**config.mk**
```make
export PLATFORM = sky130hd
export DESIGN_NAME = sipo_rx_flat
export DESIGN_NICKNAME = d
export VERILOG_FILES = /design/src/rtl/sipo_rx_if.sv /design/src/rtl/sipo_rx.sv /design/src/flat_wrapper.sv
export SDC_FILE = /design/constraint.sdc
export NUM_CORES = 1
export LEC_CHECK = 0
export CAP_MARGIN = 40
export CORE_MARGIN = 2
export CORE_UTILIZATION = 27
export CTS_CLUSTER_DIAMETER = 200
export CTS_CLUSTER_SIZE = 8
export DETAILED_ROUTE_END_ITERATION = 8
export PLACE_DENSITY = 0.58
export SLEW_MARGIN = 30
export SYNTH_ARGS = -nofsm -noshare
export SYNTH_HDL_FRONTEND = slang
export SYNTH_SLANG_ARGS = --single-unit
```
**constraint.sdc**
```tcl
create_clock -name clk_i -period 3.4 [get_ports clk_i]
set_input_delay 1.02 -clock clk_i [delete_from_list [all_inputs] [get_ports clk_i]]
set_output_delay 1.02 -clock clk_i [all_outputs]
set_load 0.01 [all_outputs]
```
**src/rtl/sipo_rx_if.sv**
```systemverilog
// Serial-in bit stream and parallel-out word handshake for sipo_rx.
interface sipo_rx_if #(
  parameter int WIDTH = 4
);
  logic             bit_valid_i;
  logic             start_i;
  logic             data_i;
  logic             ready_i;
  logic [WIDTH-1:0] data_o;
  logic             valid_o;
  logic             busy_o;
  logic             overrun_o;

  modport master (
    output bit_valid_i, start_i, data_i, ready_i,
    input  data_o, valid_o, busy_o, overrun_o
  );

  modport slave (
    input  bit_valid_i, start_i, data_i, ready_i,
    output data_o, valid_o, busy_o, overrun_o
  );
endinterface

```
**src/rtl/sipo_rx.sv**
```systemverilog
// LSB-first serial-to-parallel receiver with a one-word output holding register.
//   state | meaning
//   IDLE  | waiting for a valid start bit
//   SHIFT | word partially received, count_q bits so far
module sipo_rx #(
  parameter int WIDTH = 4
) (
  input  logic        clk_i,
  input  logic        rst_i,
  sipo_rx_if.slave    bus
);
  localparam int CW = $clog2(WIDTH + 1);

  typedef enum logic {IDLE, SHIFT} state_t;

  state_t           state_q;
  logic [CW-1:0]    count_q;
  logic [WIDTH-1:0] shift_q;
  logic [WIDTH-1:0] data_q;
  logic             valid_q;
  logic             overrun_q;

  logic [WIDTH-1:0] shift_d;
  logic             last_bit;

  assign shift_d  = {bus.data_i, shift_q[WIDTH-1:1]};
  assign last_bit = bus.bit_valid_i && !bus.start_i && (state_q == SHIFT) &&
                    (count_q == CW'(WIDTH - 1));

  always_ff @(posedge clk_i or posedge rst_i) begin
    if (rst_i) begin
      state_q   <= IDLE;
      count_q   <= '0;
      shift_q   <= '0;
      data_q    <= '0;
      valid_q   <= 1'b0;
      overrun_q <= 1'b0;
    end else begin
      // A start bit always begins a fresh word, aborting any partial one.
      if (bus.bit_valid_i) begin
        if (bus.start_i) begin
          shift_q <= {bus.data_i, {(WIDTH-1){1'b0}}};
          count_q <= CW'(1);
          state_q <= SHIFT;
        end else if (state_q == SHIFT) begin
          shift_q <= shift_d;
          if (last_bit) begin
            count_q <= '0;
            state_q <= IDLE;
          end else begin
            count_q <= count_q + CW'(1);
          end
        end
      end

      if (last_bit) begin
        if (!valid_q || bus.ready_i) begin
          data_q  <= shift_d;
          valid_q <= 1'b1;
        end else begin
          overrun_q <= 1'b1;
        end
      end else if (valid_q && bus.ready_i) begin
        valid_q <= 1'b0;
      end
    end
  end

  assign bus.data_o    = data_q;
  assign bus.valid_o   = valid_q;
  assign bus.busy_o    = (state_q == SHIFT);
  assign bus.overrun_o = overrun_q;
endmodule

```
**src/flat_wrapper.sv**
```systemverilog
// flat-port wrapper written by rule: the top's interface ports become plain ports
module sipo_rx_flat 
#(
  parameter int WIDTH = 4
)
  (clk_i, rst_i, bus_bit_valid_i, bus_start_i, bus_data_i, bus_ready_i, bus_data_o, bus_valid_o, bus_busy_o, bus_overrun_o);
  sipo_rx_if #(.WIDTH(WIDTH)) bus_i ();
  input  logic clk_i;
  input  logic rst_i;
  input wire logic [$bits(bus_i.bit_valid_i)-1:0] bus_bit_valid_i;
  input wire logic [$bits(bus_i.start_i)-1:0] bus_start_i;
  input wire logic [$bits(bus_i.data_i)-1:0] bus_data_i;
  input wire logic [$bits(bus_i.ready_i)-1:0] bus_ready_i;
  output wire logic [$bits(bus_i.data_o)-1:0] bus_data_o;
  output wire logic [$bits(bus_i.valid_o)-1:0] bus_valid_o;
  output wire logic [$bits(bus_i.busy_o)-1:0] bus_busy_o;
  output wire logic [$bits(bus_i.overrun_o)-1:0] bus_overrun_o;
  assign bus_i.bit_valid_i = bus_bit_valid_i;
  assign bus_i.start_i = bus_start_i;
  assign bus_i.data_i = bus_data_i;
  assign bus_i.ready_i = bus_ready_i;
  assign bus_data_o = bus_i.data_o;
  assign bus_valid_o = bus_i.valid_o;
  assign bus_busy_o = bus_i.busy_o;
  assign bus_overrun_o = bus_i.overrun_o;
  sipo_rx #(.WIDTH(WIDTH)) u_core (.clk_i(clk_i), .rst_i(rst_i), .bus(bus_i));
endmodule
```
# After elaboration in Yosys (flattened, before gate mapping)
# Index checks and enable logic that the tools add are counted.
# W data, S select, Z words.
# totals
in_bits	6
out_inout_bits	7
wordCells	34
ff_bits	14
# classes
bitwise	1
n_eq_ne	2
n_reduce_logical	13
add_sub_neg	1
mux	11
# op_table
cell	n
$mux W3	3
$mux W4	2
$reduce_and A2 Y1	4
$mux W1	6
$logic_and A1 B1 Y1	4
$reduce_bool A2 Y1	2
$add A3 B1 Y3 const B	1
$eq A3 B2 Y1 const B	1
$logic_not A1 Y1	2
$ne A2 B2 Y1 const B	1
$logic_or A1 B1 Y1	1
$not A1 Y1	1

# Longest topological paths before layout
# Gate-level depths: netlist of run 1.
# logic_depth
ltp_word	7
mapped_depth	4

# Worst setup path before layout of run 1
# No wires, ideal clock.
# synth_path
kind	input port to flip-flop
from	input bus_bit_valid_i
to	register u_core.data_q[3] (netlist: u_core.bus.data_o[3])
path_buffers	1
required_ns	3.275
path_slack_ns	1.347
t_arrival_ns	1.928
cell_stages	4
path_cell_list	buf_2 > nand2_4 > nor4_4 > mux2_2
# synth_between
elab_chain_len	4
# synth_lines
element	line_no	rtl
start, declared	flat_wrapper.sv:10	input wire logic [$bits(bus_i.bit_valid_i)-1:0] bus_bit_valid_i;
$logic_and A1 B1 Y1 (3 in series)	sipo_rx.sv:27	assign last_bit = bus.bit_valid_i && !bus.start_i && (state_q == SHIFT) &&
$reduce_and A2 Y1 (no line)	-	
end signal, assigned	sipo_rx.sv:58	data_q <= shift_d;
end, declared	sipo_rx.sv:19	logic [WIDTH-1:0] data_q;
# Every way passes these cells.
# A chain may end at the register's enable or synchronous reset.

# Worst setup path in the final report of run 1
# layout_path
from	register u_core.state_q (netlist: u_core.bus.busy_o)
to	output bus_busy_o
# layout_rtl
element	line_no	rtl
start, declared	sipo_rx.sv:16	state_t state_q;
start signal, assigned	sipo_rx.sv:32	state_q <= IDLE;
start signal, assigned	sipo_rx.sv:44	state_q <= SHIFT;
start signal, assigned	sipo_rx.sv:49	state_q <= IDLE;
end, declared	flat_wrapper.sv:16	output wire logic [$bits(bus_i.busy_o)-1:0] bus_busy_o;
# No word-level cell between the ends.

==> results of run 1 <==
==> power by group <==
part | switching, mW | internal, mW
logic | 0.0754 | 0.112
clock network | 0.0462 | 0.0454
registers | 0.0369 | 0.201
total | 0.158 | 0.358
==> sequential cells by signal (all words and copies together) (netlist names) <==
signal                flops
u_core.bus.busy_o         1
u_core.bus.data_o         4
u_core.bus.overrun_o      1
u_core.bus.valid_o        1
u_core.count_q            3
u_core.shift_q            3
==> final timing paths <==
| kind | endpoint | slack [ns] | depth (start not counted) |
|---|---|---|---|
| hold reg to reg | u_core.bus.overrun_o | 0.46 | 1 |
| setup / recovery | bus_busy_o | 0.97 | 1 |
| setup reg to reg | u_core.bus.data_o[3] | 1.67 | 4 |
| min in group asynchronous | u_core.bus.valid_o | 1.07 | 2 |
| max in group asynchronous | u_core.shift_q[2] | 2.01 | 2 |
| hold / removal | u_core.bus.overrun_o | 0.46 | 1 |
==> layer usage <==
| metal | vias to the layer above | part of all wire, % |
|---|---|---|
| met5 | - | 0 |
| met3 | 0 | 7.3 |
| met4 | 0 | 0 |
| li1 | 199 | - |
| met1 | 191 | 49 |
| met2 | 12 | 44 |
==> through the flow <==
stage	setup slack, ns	area (um^2)	power [mW]	instances
after global routing	0.895	761	0.557	89
final	0.968	761	0.517	89
after floorplan	1.35	593	0.346	48
after detailed placement	0.734	734	0.430	85
after global placement	0.761	734	0.425	85
after CTS	0.961	761	0.525	89
==> cell families (layout without fill, tap and decap cells) <==
logic type | count (synthesis) | after routing | share of synthesized area [%]
fa+ha+maj | 1 | 1 | 2.11
mux | 5 | 5 | 9.49
compound gates | 12 | 12 | 15.2
flops | 13 | 13 | 54.9
buf+inv | 7 | 21 | 5.27
simple gates | 10 | 10 | 13.1
==> layout make-up <==
| type | count | share of cell area [%] |
|---|---|---|
| Tap cell | 27 | 4.44 |
| Clock buffer | 4 | 3.45 |
| Timing Repair Buffer | 12 | 15.8 |
| Sequential cell | 13 | 42.8 |
| Inverter | 5 | 2.47 |
| Multi-Input combinational cell | 28 | 31.1 |
==> synthesized netlist by cell type (2+ instances only) <==
| cell | number |
|---|---|
| dfrtp_1 | 13 |
| inv_1 | 5 |
| mux2_2 | 5 |
| nand2_1 | 2 |
| o21ai_0 | 2 |
| o22ai_1 | 2 |
==> metrics.md, run 1 <==
| Metric | Value |
|---|---|
| Placement row count | `16` |
| HP Class | `reg -> reg` |
| Pin count of the biggest net entering global routing | `14` |
| Hold Crit Start | `u_core.bus.overrun_o` |
| Rel. slew slack | `between 60% and 70%` |
| Setup Viol. Count Final | `0` |
| Global-route usage over all layers | `around 10%` |
| Most common cell after layout, fill and taps aside | `dfrtp_1` |
| ANT cells | `0` |
| Die Ht | `~51 um` |
| Post-layout min period | `approximately 2.4 ns` |
| Area taken by multi-input logic gates | `236 um^2` |
| Max Transition Viols Final | `0` |
| Synth cell types | `25` |
| Crit-path cells | `clkdlybuf4s50_1` |
| Post-DRT Antenna Nets | `0` |
| Yosys top cell by area | `dfrtp_1` |
| Fin. Hold Viols | `0` |
| Launch point of the worst path | `u_core.bus.busy_o` |
| F_max | `a little over 400 MHz` |
| Post-Route WL | `1.03 mm` |
| Synth top area share | `a little over half` |
| CTS Hold Bufs | `0` |
| VDD IR max | `0.000384 V` |
| CTS tree | `done` |
| Crit path buffers/inverters | `1` |
| Crit Path Max Fanout | `9` |
| CTS sink count | `13` |
| Final TNS setup | `0 ns` |
| Post-DP HPWL | `about 780 um` |
| Post-CTS Setup Repair Bufs | `0` |
| Die width | `~51 um` |
| Met2 Usage GRT | `roughly 14%` |
| RSZ-0062 raised after global routing | `no` |
| Number of flops mapped to enable cells by yosys | `0` |
| # IOs | `13` |
| H-tree depth | `1` |
| Status | `complete, no violations` |
| Sequential Area | `roughly 330 um^2` |
| Gr busiest metal | `met2` |
| Synth Net Count | `between 50 and 60` |
| Most frequent cells in the layout | `13 x dfrtp_1, 12 x clkdlybuf4s50_1, 5 x inv_1, 5 x mux2_2, 3 x clkbuf_4` |
| Met1 usage | `between 10 and 15%` |
| Element type at the critical path start | `flop` |
| FFs w/ async S/R, synth | `100%` |
| Syn avg cell area | `about 12 um^2` |
| Die area | `approximately 0.0026 mm^2` |
| Post-CTS sizing | `0` |
| RD Place Congestion | `~0.76` |
| FF-to-FF Start | `u_core.count_q[0]` |
| Vias in the first global route | `420` |
| Via count | `between 400 and 500` |
| Synthesis Warnings | `0` |
| CTS root buffer | `clkbuf_4` |
| Synth-to-Final Area Change | `28.3%` |
| Clk_skew | `0.00391 ns` |
| Register area share after synthesis | `54.9%` |
| Core Util, Final | `between 30% and 40%` |
| CTS Buf Count | `3` |
| Seq cells post-synth | `13` |
| Gr ovfl total | `0` |
| Part of the cycle the worst path needs | `between 70% and 80%` |
| Primary FF master, synth | `dfrtp_1` |
| Core area | `about 0.0020 mm^2` |
| DRC viols | `0` |
| Synth top area cells | `dfrtp_1 55%, mux2_2 9.5%, nor4_4 3.6%` |
| Number of port buffers | `12` |
| Clk buf depth | `2` |
| WL/cell | `11.5 um` |
| Final Hold Slack | `about 0.46 ns` |
| Antenna violations before repair | `0` |
| Clk pin slew, worst setup/hold paths | `about 0.070 ns` |
| Fillers | `210` |
| Cells after synthesis | `48` |
| Kind of critical path | `reg -> out` |
| Leakage | `~0.34 nW` |
| DR iter-0 viols | `4` |
| First-pass GRT wire length | `just under 2 mm` |
| Top delay family on crit path | `buffers and inverters` |
| Via density per instance | `4.52` |
| Slew @ Worst Pin | `~0.48 ns` |
| CP arrival | `roughly 1.4 ns` |
| TritonRoute pass-1 iters | `2` |
| Mapped Area | `593 um^2` |
| Met3 usage | `4.97%` |
| CP max stage cell | `clkdlybuf4s50_1` |
| Fraction of layout cells with a size suffix above 1 | `between 20% and 30%` |
| Worst Setup End Kind | `primary output` |
| Layout Nets | `70` |
| Initial Utilization | `around 29%` |
| Critical Path RT | `about 2.4 ns` |
| Pwr dens | `a little under 700 mW/mm^2` |
| CP peak stage delay | `about 0.6 ns` |
| Clock Latency Late Sink | `roughly 0.27 ns` |
| MaxCap Viol Count | `0` |
Power figures use the tool's default switching activity.
==> run 2: changes to the inputs <==
clock period = 2.3 ns   (was 3.4 ns; I/O delays follow)
==> metrics.md, run 2 (synthesis gave the netlist of run 1 again) <==
| Metric | Value |
|---|---|
| Die width | `50.9 um (unchanged)` |
| Post-CTS sizing | `0 (unchanged)` |
| Post-Route WL | `1.06 mm (+3.7%)` |
| Post-layout min period | `between 2 and 2.5 ns` |
| Gr busiest metal | `met2` |
| Slew @ Worst Pin | `0.487 ns (+0.00622 ns)` |
| H-tree depth | `1 (unchanged)` |
| CTS tree | `done` |
| Worst reg-to-reg setup slack | `0.57 ns (-1.10 ns)` |
| Crit path buffers/inverters | `1 (unchanged)` |
| Element type at the critical path start | `flop` |
| TritonRoute pass-1 iters | `3 (+1)` |
| CP max stage cell | `clkdlybuf4s50_1` |
| Post-CTS Setup Repair Bufs | `0 (unchanged)` |
| Via count | `400 (-0.50%)` |
| Placement row count | `16 (unchanged)` |
| Top delay family on crit path | `buffers and inverters` |
| CP arrival | `1.42 ns (about the same)` |
| Post-DP HPWL | `779 um (+0.12%)` |
| Vias in the first global route | `431 (+2.6%)` |
| Met1 usage | `13.2% (-0.27 points)` |
| Fin. Hold Viols | `0 (unchanged)` |
| Crit Path Max Fanout | `9 (unchanged)` |
| Gr ovfl total | `0 (unchanged)` |
| CTS Hold Bufs | `0 (unchanged)` |
| Most frequent cells in the layout | `13 x dfrtp_1, 12 x clkdlybuf4s50_1, 5 x inv_1, 5 x mux2_2, 3 x clkbuf_4` |
| RSZ-0062 raised after global routing | `no` |
| Number of port buffers | `12 (unchanged)` |
| RD Place Congestion | `0.680 (-10%)` |
| CP peak stage delay | `0.61 ns (about the same)` |
| Die area | `0.00259 mm^2 (unchanged)` |
| Max Transition Viols Final | `0 (unchanged)` |
| Final WS setup | `0.192 ns (-0.777 ns)` |
| Status | `complete, no violations` |
| Fillers | `201 (-4.3%)` |
| MaxCap Viol Count | `0 (unchanged)` |
| Part of the cycle the worst path needs | `between 90% and 100%` |
| Pwr dens | `989 mW/mm^2 (+46%)` |
| CTS Buf Count | `3 (unchanged)` |
| Max FFs per register | `4 (unchanged)` |
| WL/cell | `11.7 um (+1.4%)` |
| Die Ht | `50.9 um (unchanged)` |
| Layout Nets | `72 (+2.9%)` |
| CTS root buffer | `clkbuf_4` |
| Critical Path RT | `1.61 ns (-0.77 ns)` |
| Worst Setup End Kind | `primary output` |
| Pre-CTS setup slack | `0.123 ns (-0.611 ns)` |
| Global-route usage over all layers | `10.0% (-0.037 points)` |
| Setup Viol. Count Final | `0 (unchanged)` |
| DRC viols | `0 (unchanged)` |
| Clk buf depth | `2 (unchanged)` |
| Clk pin slew, worst setup/hold paths | `0.08 ns (about the same)` |
| Fraction of layout cells with a size suffix above 1 | `25.0% (+2.4 points)` |
| Via density per instance | `4.40 (-2.7%)` |
| VDD IR max | `0.000635 V (+65%)` |
| Kind of critical path | `reg -> out` |
| Clk_skew | `0.00341 ns (-0.000500 ns)` |
| Most common cell after layout, fill and taps aside | `dfrtp_1` |
| ANT cells | `0 (unchanged)` |
| First-pass GRT wire length | `1.91 mm (-1.1%)` |
| HP Class | `reg -> reg` |
| Antenna violations before repair | `0 (unchanged)` |
| DR iter-0 viols | `5 (+1)` |
| Crit-path cells | `clkdlybuf4s50_1` |
| # IOs | `13 (unchanged)` |
| Met3 usage | `5.56% (+0.58 points)` |
| Rel. slew slack | `67.5% (-0.42 points)` |
| Clock Latency Late Sink | `0.27 ns (about the same)` |
| Met2 Usage GRT | `14.7% (+0.44 points)` |
| F_max | `474 MHz` |
| Pin count of the biggest net entering global routing | `14 (unchanged)` |
| Initial Utilization | `29.3% (unchanged)` |
| Synth-to-Final Area Change | `30.8%` |
| CTS sink count | `13 (unchanged)` |
| Core area | `0.00202 mm^2 (unchanged)` |
| Final TNS setup | `0 ns (unchanged)` |
| Post-DRT Antenna Nets | `0 (unchanged)` |
| Leakage | `0.350 nW (+2.8%)` |
## run 2: cell count changes in the layout (fill, tap and decap cells not counted)
cell   delta
buf_4     +2
## run 2: worst paths after layout
check	cells after the start	startpoint	to
min in group asynchronous	2	rst_i	u_core.bus.busy_o
max	1	u_core.bus.busy_o	bus_busy_o
max reg2reg	4	u_core.count_q[0]	u_core.bus.data_o[3]
min reg2reg	1	u_core.bus.overrun_o	u_core.bus.overrun_o
max in group asynchronous	2	rst_i	u_core.shift_q[1]
min	1	u_core.bus.overrun_o	u_core.bus.overrun_o
## run 2: power by group
part	total (mW)	switching (mW)	internal, mW	leakage, nW
Combinational	0.277	0.109	0.168	0.168
Sequential	0.351	0.0539	0.297	0.166
Clock	0.139	0.0717	0.0672	0.0150
Total	0.767	0.235	0.532	0.350
## run 2: through the flow
step | hold WS, ns | cells | total power, mW | util, % | cell area (um^2)
after global routing | 0.504 | 91 | 0.826 | 38.4 | 776
after floorplan | 0.470 | 48 | 0.512 | - | 593
final | 0.456 | 91 | 0.767 | 38.4 | 776
after CTS | 0.464 | 91 | 0.780 | 38.4 | 776
after detailed placement | 0.447 | 87 | 0.637 | 37.1 | 749
after global placement | 0.442 | 87 | 0.632 | 37.1 | 749
## run 2: final cells by class
type | instances | area [um^2] | share of cell area [%]
Sequential cell | 13 | 325 | 41.9
Timing Repair Buffer | 14 | 135 | 17.4
Inverter | 5 | 18.8 | 2.42
Tap cell | 27 | 33.8 | 4.35
Clock buffer | 4 | 26.3 | 3.39
Multi-Input combinational cell | 28 | 236 | 30.5
## run 2: metal layers
layer | vias to the layer above | part of all wire (%) | wire length (um)
met1 | 187 | 48 | 510
met3 | 0 | 6.3 | 67
li1 | 201 | - | -
met2 | 12 | 46 | 484
met4 | 0 | 0 | 0
met5 | - | 0 | 0
